**src/rtl/sd_cmd_response_rx_pkg.sv**
```systemverilog
// Shared constants and state encoding for the SD CMD response receiver
// and its serial CRC7 helper.
package sd_cmd_response_rx_pkg;

  localparam int RESP_LEN_DEFAULT = 48;        // response frame length in bits
  localparam int TIMEOUT_DEFAULT  = 64;        // Ncr: cycles allowed before the start bit
  localparam int CNT_W_DEFAULT    = 7;         // width of timeout and bit counters
  localparam logic [6:0] CRC7_POLY = 7'h09;    // x^7 + x^3 + 1, x^7 term implicit

  typedef enum logic [1:0] {
    ST_IDLE       = 2'd0,
    ST_WAIT_START = 2'd1,
    ST_RECEIVE    = 2'd2,
    ST_CHECK      = 2'd3
  } rx_state_e;

endpackage

```
**src/rtl/sd_cmd_response_rx_crc7.sv**
```systemverilog
// Serial CRC7 (poly x^7+x^3+1, init 0), one bit per enabled clock, MSB first.
// Shared with the command transmitter.
module sd_crc7
  import sd_cmd_response_rx_pkg::*;
(
  input  logic       CLK,
  input  logic       RESET,
  input  logic       clear,
  input  logic       enable,
  input  logic       bit_in,
  output logic [6:0] crc
);

  logic [6:0] crc_q;
  logic [6:0] crc_d;
  logic       feedback;

  // Next CRC value: clear has priority, otherwise shift in one bit when enabled.
  always_comb begin
    crc_d    = crc_q;
    feedback = bit_in ^ crc_q[6];
    if (clear) begin
      crc_d = '0;
    end else if (enable) begin
      crc_d = {crc_q[5:0], 1'b0} ^ (feedback ? CRC7_POLY : 7'h00);
    end
  end

  // CRC register with asynchronous active-low reset.
  always_ff @(posedge CLK or negedge RESET) begin
    if (!RESET) crc_q <= '0;
    else        crc_q <= crc_d;
  end

  assign crc = crc_q;

endmodule

```
**src/rtl/sd_cmd_response_rx.sv**
```systemverilog
// SD CMD-line response receiver: waits for the card's start bit after a
// command, deserialises a 48-bit response and checks CRC7, end bit and index.
//
// Handshake: start_receive is a one-cycle request accepted only in IDLE
// (busy=0); the result is reported by a one-cycle response_valid strobe (or a
// one-cycle timeout_error strobe) with no back-pressure. abort takes priority
// over everything, including a simultaneous start_receive.
module sd_cmd_response_rx
  import sd_cmd_response_rx_pkg::*;
#(
  parameter int RESP_LEN = RESP_LEN_DEFAULT,
  parameter int TIMEOUT  = TIMEOUT_DEFAULT,
  parameter int CNT_W    = CNT_W_DEFAULT
) (
  input  logic                CLK,
  input  logic                RESET,
  input  logic                start_receive,
  input  logic                abort,
  input  logic                crc_check_en,
  input  logic                index_check_en,
  input  logic [5:0]          expected_index,
  input  logic                cmd_in,
  output logic [RESP_LEN-1:0] response_out,
  output logic                response_valid,
  output logic                crc_error,
  output logic                end_bit_error,
  output logic                index_error,
  output logic                timeout_error,
  output logic                busy,
  output logic [1:0]          dbg_state
);

  // Last bit position that still feeds the CRC: bits 47..8 are covered.
  localparam logic [CNT_W-1:0] CRC_LAST_CNT = CNT_W'(RESP_LEN - 8);
  localparam logic [CNT_W-1:0] BIT_LAST_CNT = CNT_W'(RESP_LEN - 1);
  localparam logic [CNT_W-1:0] TMO_LAST_CNT = CNT_W'(TIMEOUT - 1);

  rx_state_e           state_q, state_d;
  logic [CNT_W-1:0]    timeout_cnt_q, timeout_cnt_d;
  logic [CNT_W-1:0]    bit_cnt_q, bit_cnt_d;
  logic [RESP_LEN-1:0] shift_q, shift_d;
  logic [RESP_LEN-1:0] response_q, response_d;
  logic                response_valid_q, response_valid_d;
  logic                crc_error_q, crc_error_d;
  logic                end_bit_error_q, end_bit_error_d;
  logic                index_error_q, index_error_d;
  logic                timeout_error_q, timeout_error_d;

  logic                crc_clear;
  logic                crc_enable;
  logic [6:0]          crc_value;

  sd_crc7 u_crc7 (
    .CLK    (CLK),
    .RESET  (RESET),
    .clear  (crc_clear),
    .enable (crc_enable),
    .bit_in (cmd_in),
    .crc    (crc_value)
  );

  // Next-state, datapath and status computation for the receive FSM.
  always_comb begin
    state_d          = state_q;
    timeout_cnt_d    = timeout_cnt_q;
    bit_cnt_d        = bit_cnt_q;
    shift_d          = shift_q;
    response_d       = response_q;
    response_valid_d = 1'b0;
    timeout_error_d  = 1'b0;
    crc_error_d      = crc_error_q;
    end_bit_error_d  = end_bit_error_q;
    index_error_d    = index_error_q;
    crc_clear        = 1'b0;
    crc_enable       = 1'b0;

    if (abort) begin
      // Drop whatever is in flight; reported outputs stay as they were.
      state_d = ST_IDLE;
    end else begin
      case (state_q)
        ST_IDLE: begin
          if (start_receive) begin
            state_d         = ST_WAIT_START;
            timeout_cnt_d   = '0;
            bit_cnt_d       = '0;
            shift_d         = '0;
            response_d      = '0;
            crc_error_d     = 1'b0;
            end_bit_error_d = 1'b0;
            index_error_d   = 1'b0;
            crc_clear       = 1'b1;
          end
        end

        ST_WAIT_START: begin
          if (!cmd_in) begin
            // Start bit: it is frame bit 47 and is part of the CRC coverage.
            shift_d    = {shift_q[RESP_LEN-2:0], cmd_in};
            bit_cnt_d  = CNT_W'(1);
            crc_enable = 1'b1;
            state_d    = ST_RECEIVE;
          end else if (timeout_cnt_q == TMO_LAST_CNT) begin
            timeout_error_d = 1'b1;
            state_d         = ST_IDLE;
          end else begin
            timeout_cnt_d = timeout_cnt_q + CNT_W'(1);
          end
        end

        ST_RECEIVE: begin
          shift_d    = {shift_q[RESP_LEN-2:0], cmd_in};
          bit_cnt_d  = bit_cnt_q + CNT_W'(1);
          crc_enable = (bit_cnt_q < CRC_LAST_CNT);
          if (bit_cnt_q == BIT_LAST_CNT) begin
            state_d = ST_CHECK;
          end
        end

        ST_CHECK: begin
          response_d       = shift_q;
          response_valid_d = 1'b1;
          crc_error_d      = crc_check_en & (crc_value != shift_q[7:1]);
          end_bit_error_d  = ~shift_q[0];
          index_error_d    = index_check_en &
                             ((shift_q[45:40] != expected_index) | shift_q[46]);
          state_d          = ST_IDLE;
        end

        default: state_d = ST_IDLE;
      endcase
    end
  end

  // State and datapath registers with asynchronous active-low reset.
  always_ff @(posedge CLK or negedge RESET) begin
    if (!RESET) begin
      state_q          <= ST_IDLE;
      timeout_cnt_q    <= '0;
      bit_cnt_q        <= '0;
      shift_q          <= '0;
      response_q       <= '0;
      response_valid_q <= 1'b0;
      crc_error_q      <= 1'b0;
      end_bit_error_q  <= 1'b0;
      index_error_q    <= 1'b0;
      timeout_error_q  <= 1'b0;
    end else begin
      state_q          <= state_d;
      timeout_cnt_q    <= timeout_cnt_d;
      bit_cnt_q        <= bit_cnt_d;
      shift_q          <= shift_d;
      response_q       <= response_d;
      response_valid_q <= response_valid_d;
      crc_error_q      <= crc_error_d;
      end_bit_error_q  <= end_bit_error_d;
      index_error_q    <= index_error_d;
      timeout_error_q  <= timeout_error_d;
    end
  end

  assign response_out   = response_q;
  assign response_valid = response_valid_q;
  assign crc_error      = crc_error_q;
  assign end_bit_error  = end_bit_error_q;
  assign index_error    = index_error_q;
  assign timeout_error  = timeout_error_q;
  assign busy           = (state_q != ST_IDLE);
  assign dbg_state      = state_q;

endmodule

```
**config.mk**
```make
export PLATFORM = sky130hd
export DESIGN_NAME = sd_cmd_response_rx
export DESIGN_NICKNAME = d
export VERILOG_FILES = /design/src/rtl/sd_cmd_response_rx_pkg.sv /design/src/rtl/sd_cmd_response_rx_crc7.sv /design/src/rtl/sd_cmd_response_rx.sv
export SDC_FILE = /design/constraint.sdc
export NUM_CORES = 1
export LEC_CHECK = 0
export BUFFER_PORTS_ARGS = -buffer_cell sky130_fd_sc_hd__buf_2
export CAP_MARGIN = 20
export CORE_UTILIZATION = 40
export CTS_BUF_LIST = sky130_fd_sc_hd__clkbuf_4 sky130_fd_sc_hd__clkbuf_8 sky130_fd_sc_hd__clkbuf_16
export CTS_CLUSTER_SIZE = 16
export DETAILED_ROUTE_END_ITERATION = 8
export SLEW_MARGIN = 20
export SYNTH_ARGS = -nofsm -noshare
export SYNTH_HDL_FRONTEND = slang
export SYNTH_SLANG_ARGS = --single-unit
```
**constraint.sdc**
```tcl
create_clock -name CLK -period 3.2 [get_ports CLK]
set_input_delay 0 -clock CLK [delete_from_list [all_inputs] [get_ports CLK]]
set_output_delay 0 -clock CLK [all_outputs]
set_load 0.1 [all_outputs]
```
==> out/results.tsv, run 1 <==
stage	metric	value	unit
sta	fin_skew	7.04	ps
floorplanning	core	13200	um2
sta	finalSetupTns	0	ps
global_routing	grt_max_degree	66	
sta	period_share	78.6	%
clocking	clk_latency	410	ps
setup_path	critPathMaxFanout	52	
detailed_routing	vias_per_cell	4.98	
clocking	cts_resized	0	
detailed_routing	top_layer_used	met4	
layout	fin_nets	681	
sta	rsz0062_at_grt	false	
logic_synthesis	synth_seq_area_share	57.2	%
placed_design	place_hpwl	7320	um
layout	layout_common_cells	nand2_1 (209), dfrtp_1 (124), o21ai_0 (111)	
placed_design	io_buffer_count	68	
global_routing	grt_pass1_wl	19600	um
logic_synthesis	synth-edff-count	0	
logic_synthesis	syn_inst	599	
sta	worstMarginPinSlew	796	ps
logic_synthesis	ys_types	44	
clocking	cts_tree	yes	
layout	insertedDiodeCount	0	
hold_path	hold_path.class	input pin to flop	
power_and_ir_drop	ir_drop	0.409	mV
logic_synthesis	synth_seq_cells	124	
floorplanning	die_h	118	um
setup_path	endpoint_kind	flop	
logic_synthesis	syn_area	5420	um2
sta	drv_slew	0	
floorplanning	dieArea	14000	um2
setup_path	path_depth	6	
setup_path	crit_buf_inv	1	
layout	drive_gt1_share	17.0	%
power_and_ir_drop	pwr_density_cell	633	nW/um2
hold_path	hold_path_depth	4	
layout	stdcell_area	6610	um2
detailed_routing	drt_drc_violations_left	0	
status	status	finished, final reports clean	
global_routing	gr-total-overflow	0	
clocking	htreeDepth	4	
logic_synthesis	syn_avg_cell_area	9.05	um2
setup_path	max_stage_delay	520	ps
floorplanning	die_x	118	um
power_and_ir_drop	p_leak	2.99	nW
logic_synthesis	synth_nets	618	
run	cap_violations	0	
floorplanning	initial_core_util	40.9	%
setup_path	path_class	flop to flop	
detailed_routing	vias	4237	
placed_design	gp_congestion	0.788	
sta	max_freq	397	MHz
floorplanning	ios	69	
global_routing	grt_pass1_vias	4117	
detailed_routing	wl_met1	5550	um
setup_path	crit_chain	inv_1 > ha_1 > a21oi_1 > nand3_4 > a21oi_1 > nor2_1	
detailed_routing	wirelength	11200	um
sta	whs	127	ps
setup_path	crit_family	compound AO/OA/AOI/OAI gates	
layout	syn_to_final_growth	21.9	%
detailed_routing	dr.pass1.iters	4	
sta	post-route-min-period	2520	ps
clocking	root_buffer	clkbuf_16	
logic_synthesis	synth_flop_cell	dfrtp_1	
setup_path	required	3480	ps
setup_path	critPathMostFrequentCell	a21oi_1	
detailed_routing	ant_nets	0	
global_routing	antenna_found_initial	0	
logic_synthesis	yosys_warnings	0	
clocking	clock_sinks	124	
logic_synthesis	synth-async-reset-ratio	100	%
sta	setup_viol	0	
layout	layout_commonest_cell	nand2_1	
detailed_routing	wl_met3	370	um
detailed_routing	met2_length	5150	um
setup_path	start_kind	flop	
placed_design	dpl_cell_area	5930	um2
clocking	cts_made_buffers	17	
detailed_routing	wl_per_cell	13.2	um
global_routing	globalRouteTotalUtil	17.5	%
floorplanning	rows	42	
setup_path	arrival	2800	ps
clocking	clk_pin_slew	50	ps
sta	hold_violations	0	
sta	slew_headroom	47.0	%
setup_path	critPathSlowestCell	a21oi_1	
detailed_routing	drt_iter0_drc	268	
setup_path	worst_r2r_path_depth	6	
clocking	cts_max_path_buffers	2	
## path summary, 6_finish.rpt
check,startpoint,endpoint,slack [ps]
setup / recovery,dbg_state[1],bit_cnt_q[2],680
hold / removal,expected_index[1],index_error,130
setup reg to reg,dbg_state[1],bit_cnt_q[2],680
hold reg to reg,end_bit_error,end_bit_error,470
max in group asynchronous,RESET,shift_q[42],2200
min in group asynchronous,RESET,response_out[19],220
## cell usage after synthesis (all sizes together) (6+ instances only)
library cell / instances / share of area [%]
nor2: 6 / 0.42
nand3: 12 / 1.1
dfrtp: 124 / 57
clkbuf: 23 / 1.6
nor2b: 7 / 0.95
xnor2: 9 / 1.5
inv: 11 / 0.76
nand2: 209 / 14
o21ai: 114 / 11
nand4: 6 / 0.69
ha: 6 / 1.4
xor2: 7 / 1.1
buf: 14 / 1.3
a21oi: 15 / 1.4
## timing repair
item	in CTS	in global routing
endpoints found under the hold margin	67	0
hold buffers	7	0
setup buffers	0	0
## sequential cells by signal, summed over array words and instances (netlist names)
| register | flops |
|---|---|
| bit_cnt_q | 7 |
| crc_error | 1 |
| dbg_state | 2 |
| end_bit_error | 1 |
| index_error | 1 |
| response_out | 48 |
| response_valid | 1 |
| shift_q | 48 |
| timeout_cnt_q | 7 |
| timeout_error | 1 |
| u_crc7.crc | 7 |
## cells by family after synthesis
group           after synthesis  synth area share [%]
buf+inv                      48                  3.62
fa+ha+maj                     6                  1.39
compound gates              148                  15.0
simple gates                256                  20.0
xor+xnor                     16                  2.59
flops                       124                  57.2
mux                           1                 0.208
## power breakdown
part / switching, W / internal (W)
clock: 0.000650 / 0.00128
combinational: 0.000466 / 0.000144
sequential: 0.0000391 / 0.00160
## stage by stage
stage	util [%]	std cells	power, W	worst slack (ps)
detailed placement	44.8	812	0.00228	721
global route	49.9	851	0.00437	346
finish	49.9	851	0.00418	684
global placement	44.8	812	0.00226	847
floorplan	-	599	0.00212	507
CTS	49.9	851	0.00423	703
## worst register-to-register path: stages, from the launching register on
cell and delay, ps:
dfrtp_1 430, inv_1 90, ha_1 390, a21oi_1 410, nand3_4 450, a21oi_1 520, nor2_1 100
## routing by layer
metal	GRT usage [%]	vias to the layer above
li1	-	2134
met1	23.4	2005
met2	27.0	81
met3	4.34	17
met4	7.83	0
met5	0	-
## area by class of cell
type / instances / area (um2)
clock inverter: 6 / 82.6
multi-input combinational: 427 / 2140
timing repair buffer: 81 / 495
inverter: 11 / 41.3
clock buffer: 26 / 524
tap: 176 / 220
fill: 1289 / 6640
sequential: 124 / 3100
(Power assumes the default switching activity.)
==> inputs of run 2 (changes only) <==
==> constraint.sdc (replaced) <==
create_clock -name CLK -period 2.45 [get_ports CLK]
set_input_delay 0 -clock CLK [delete_from_list [all_inputs] [get_ports CLK]]
set_output_delay 0 -clock CLK [all_outputs]
set_load 0.1 [all_outputs]
==> run 2 against run 1 <==
  * Final area is 0.13% higher
  * Utilization increased by 0.066 points
  * Clock power increased by 28%
  * Via count fell by 0.64%
  * First-iteration DRC count is 18% lower
  * Clock skew increased by 1.1 ps
  * Worst setup slack got worse by 400 ps
  * Critical endpoint is now bit_cnt_q[6]
  * Sequential share of layout area about the same
==> out/results.tsv, run 2 (same netlist as run 1, synthesis figures left out) <==
stage	metric	value	unit
status	status	finished, final reports clean	
sta	whs	151	ps
clocking	cts_tree	yes	
detailed_routing	dr.pass1.iters	4	
placed_design	dpl_cell_area	5950	um2
layout	multi_input_area	2140	um2
placed_design	gp_congestion	0.829	
detailed_routing	vias_per_cell	4.94	
setup_path	start_kind	flop	
sta	max_freq	462	MHz
setup_path	crit_buf_inv	1	
sta	fin_skew	8.15	ps
sta	timing.final.ws_setup	286	ps
sta	hold_violations	0	
global_routing	antenna_found_initial	0	
detailed_routing	drt_iter0_drc	219	
setup_path	path_class	flop to flop	
global_routing	grt_pass1_wl	19200	um
setup_path	critPathSlowestCell	or4_1	
setup_path	max_stage_delay	530	ps
layout	syn_to_final_growth	22.0	%
placed_design	io_buffer_count	68	
setup_path	arrival	2490	ps
setup_path	endpoint_kind	flop	
sta	setup_viol	0	
detailed_routing	drt_drc_violations_left	0	
detailed_routing	wl_per_cell	13.2	um
clocking	cts_max_path_buffers	2	
hold_path	hold_path.class	input pin to async pin	
placed_design	place_ws	304	ps
clocking	cts_resized	0	
clocking	clk_latency	410	ps
clocking	cts_hold_buf	7	
sta	worstMarginPinSlew	633	ps
clocking	clock_sinks	124	
layout	layout_common_cells	nand2_1 (209), dfrtp_1 (122), o21ai_0 (111)	
global_routing	gr-total-overflow	0	
power_and_ir_drop	p_leak	2.99	nW
layout	layout_commonest_cell	nand2_1	
layout	drive_gt1_share	17.6	%
setup_path	required	2780	ps
power_and_ir_drop	pwr_density_cell	822	nW/um2
clocking	clk_pin_slew	50	ps
placed_design	place_hpwl	7400	um
setup_path	critPathMostFrequentCell	a21oi_1	
floorplanning	die_x	118	um
floorplanning	rows	42	
global_routing	globalRouteTotalUtil	17.4	%
setup_path	crit_chain	inv_1 > ha_1 > a21oi_1 > nand4_1 > or4_1 > a21oi_1	
floorplanning	die_h	118	um
run	cap_violations	0	
floorplanning	dieArea	14000	um2
sta	period_share	88.3	%
layout	insertedDiodeCount	0	
setup_path	critPathMaxFanout	9	
floorplanning	initial_core_util	40.9	%
detailed_routing	vias	4210	
layout	stdcell_area	6610	um2
global_routing	grt_max_degree	103	
clocking	cts_made_buffers	17	
sta	post-route-min-period	2160	ps
global_routing	grt_pass1_vias	4010	
clocking	root_buffer	clkbuf_16	
floorplanning	ios	69	
sta	drv_slew	0	
setup_path	crit_family	simple AND/OR/NAND/NOR gates	
layout	fin_nets	684	
layout	fill_cells	1257	
layout	regArea	3110	um2
sta	rsz0062_at_grt	false	
power_and_ir_drop	ir_drop	0.666	mV
clocking	htreeDepth	4	
floorplanning	core	13200	um2
clocking	post-cts-setup-buffers	0	
sta	slew_headroom	57.8	%
sta	finalSetupTns	0	ps
detailed_routing	ant_nets	0	
detailed_routing	wirelength	11200	um
## run 2: per-layer routing
layer / global-route usage [%] / wire length, um / vias to the layer above
met5: 0 / 0 / -
li1: - / - / 2130
met4: 6.17 / 156 / 0
met1: 22.8 / 5400 / 1973
met2: 27.6 / 5170 / 94
met3: 4.87 / 502 / 13
## run 2: layout make-up
class | count | area share (%)
inverter | 11 | 0.624
clock buffer | 24 | 7.60
tap | 176 | 3.33
timing repair buffer | 84 | 7.83
sequential | 124 | 47.0
multi-input combinational | 427 | 32.3
clock inverter | 7 | 1.32
## run 2: report_power, final
group	internal, W	total, W	leakage, nW	switching, W
sequential	0.00209	0.00215	1.73	0.0000564
combinational	0.000206	0.000816	0.965	0.000610
clock	0.00162	0.00247	0.296	0.000846
total	0.00392	0.00544	2.99	0.00151
## run 2: per-stage QoR
step	utilization (%)	total power, W	cells
global route	49.9	0.00568	853
detailed placement	45.0	0.00300	815
global placement	45.0	0.00297	815
finish	49.9	0.00544	853
floorplan	-	0.00277	599
CTS	49.9	0.00549	853
## run 2: final timing paths
check                      cells past startpoint                to  slack (ps)         startpoint
min in group CLK                               4       index_error         170  expected_index[1]
setup reg to reg                               6      bit_cnt_q[6]         290       dbg_state[1]
hold / removal                                 2  response_out[21]         150              RESET
max in group asynchronous                      3   response_out[2]        1480              RESET
hold reg to reg                                2       index_error         470        index_error
setup / recovery                               6      bit_cnt_q[6]         290       dbg_state[1]
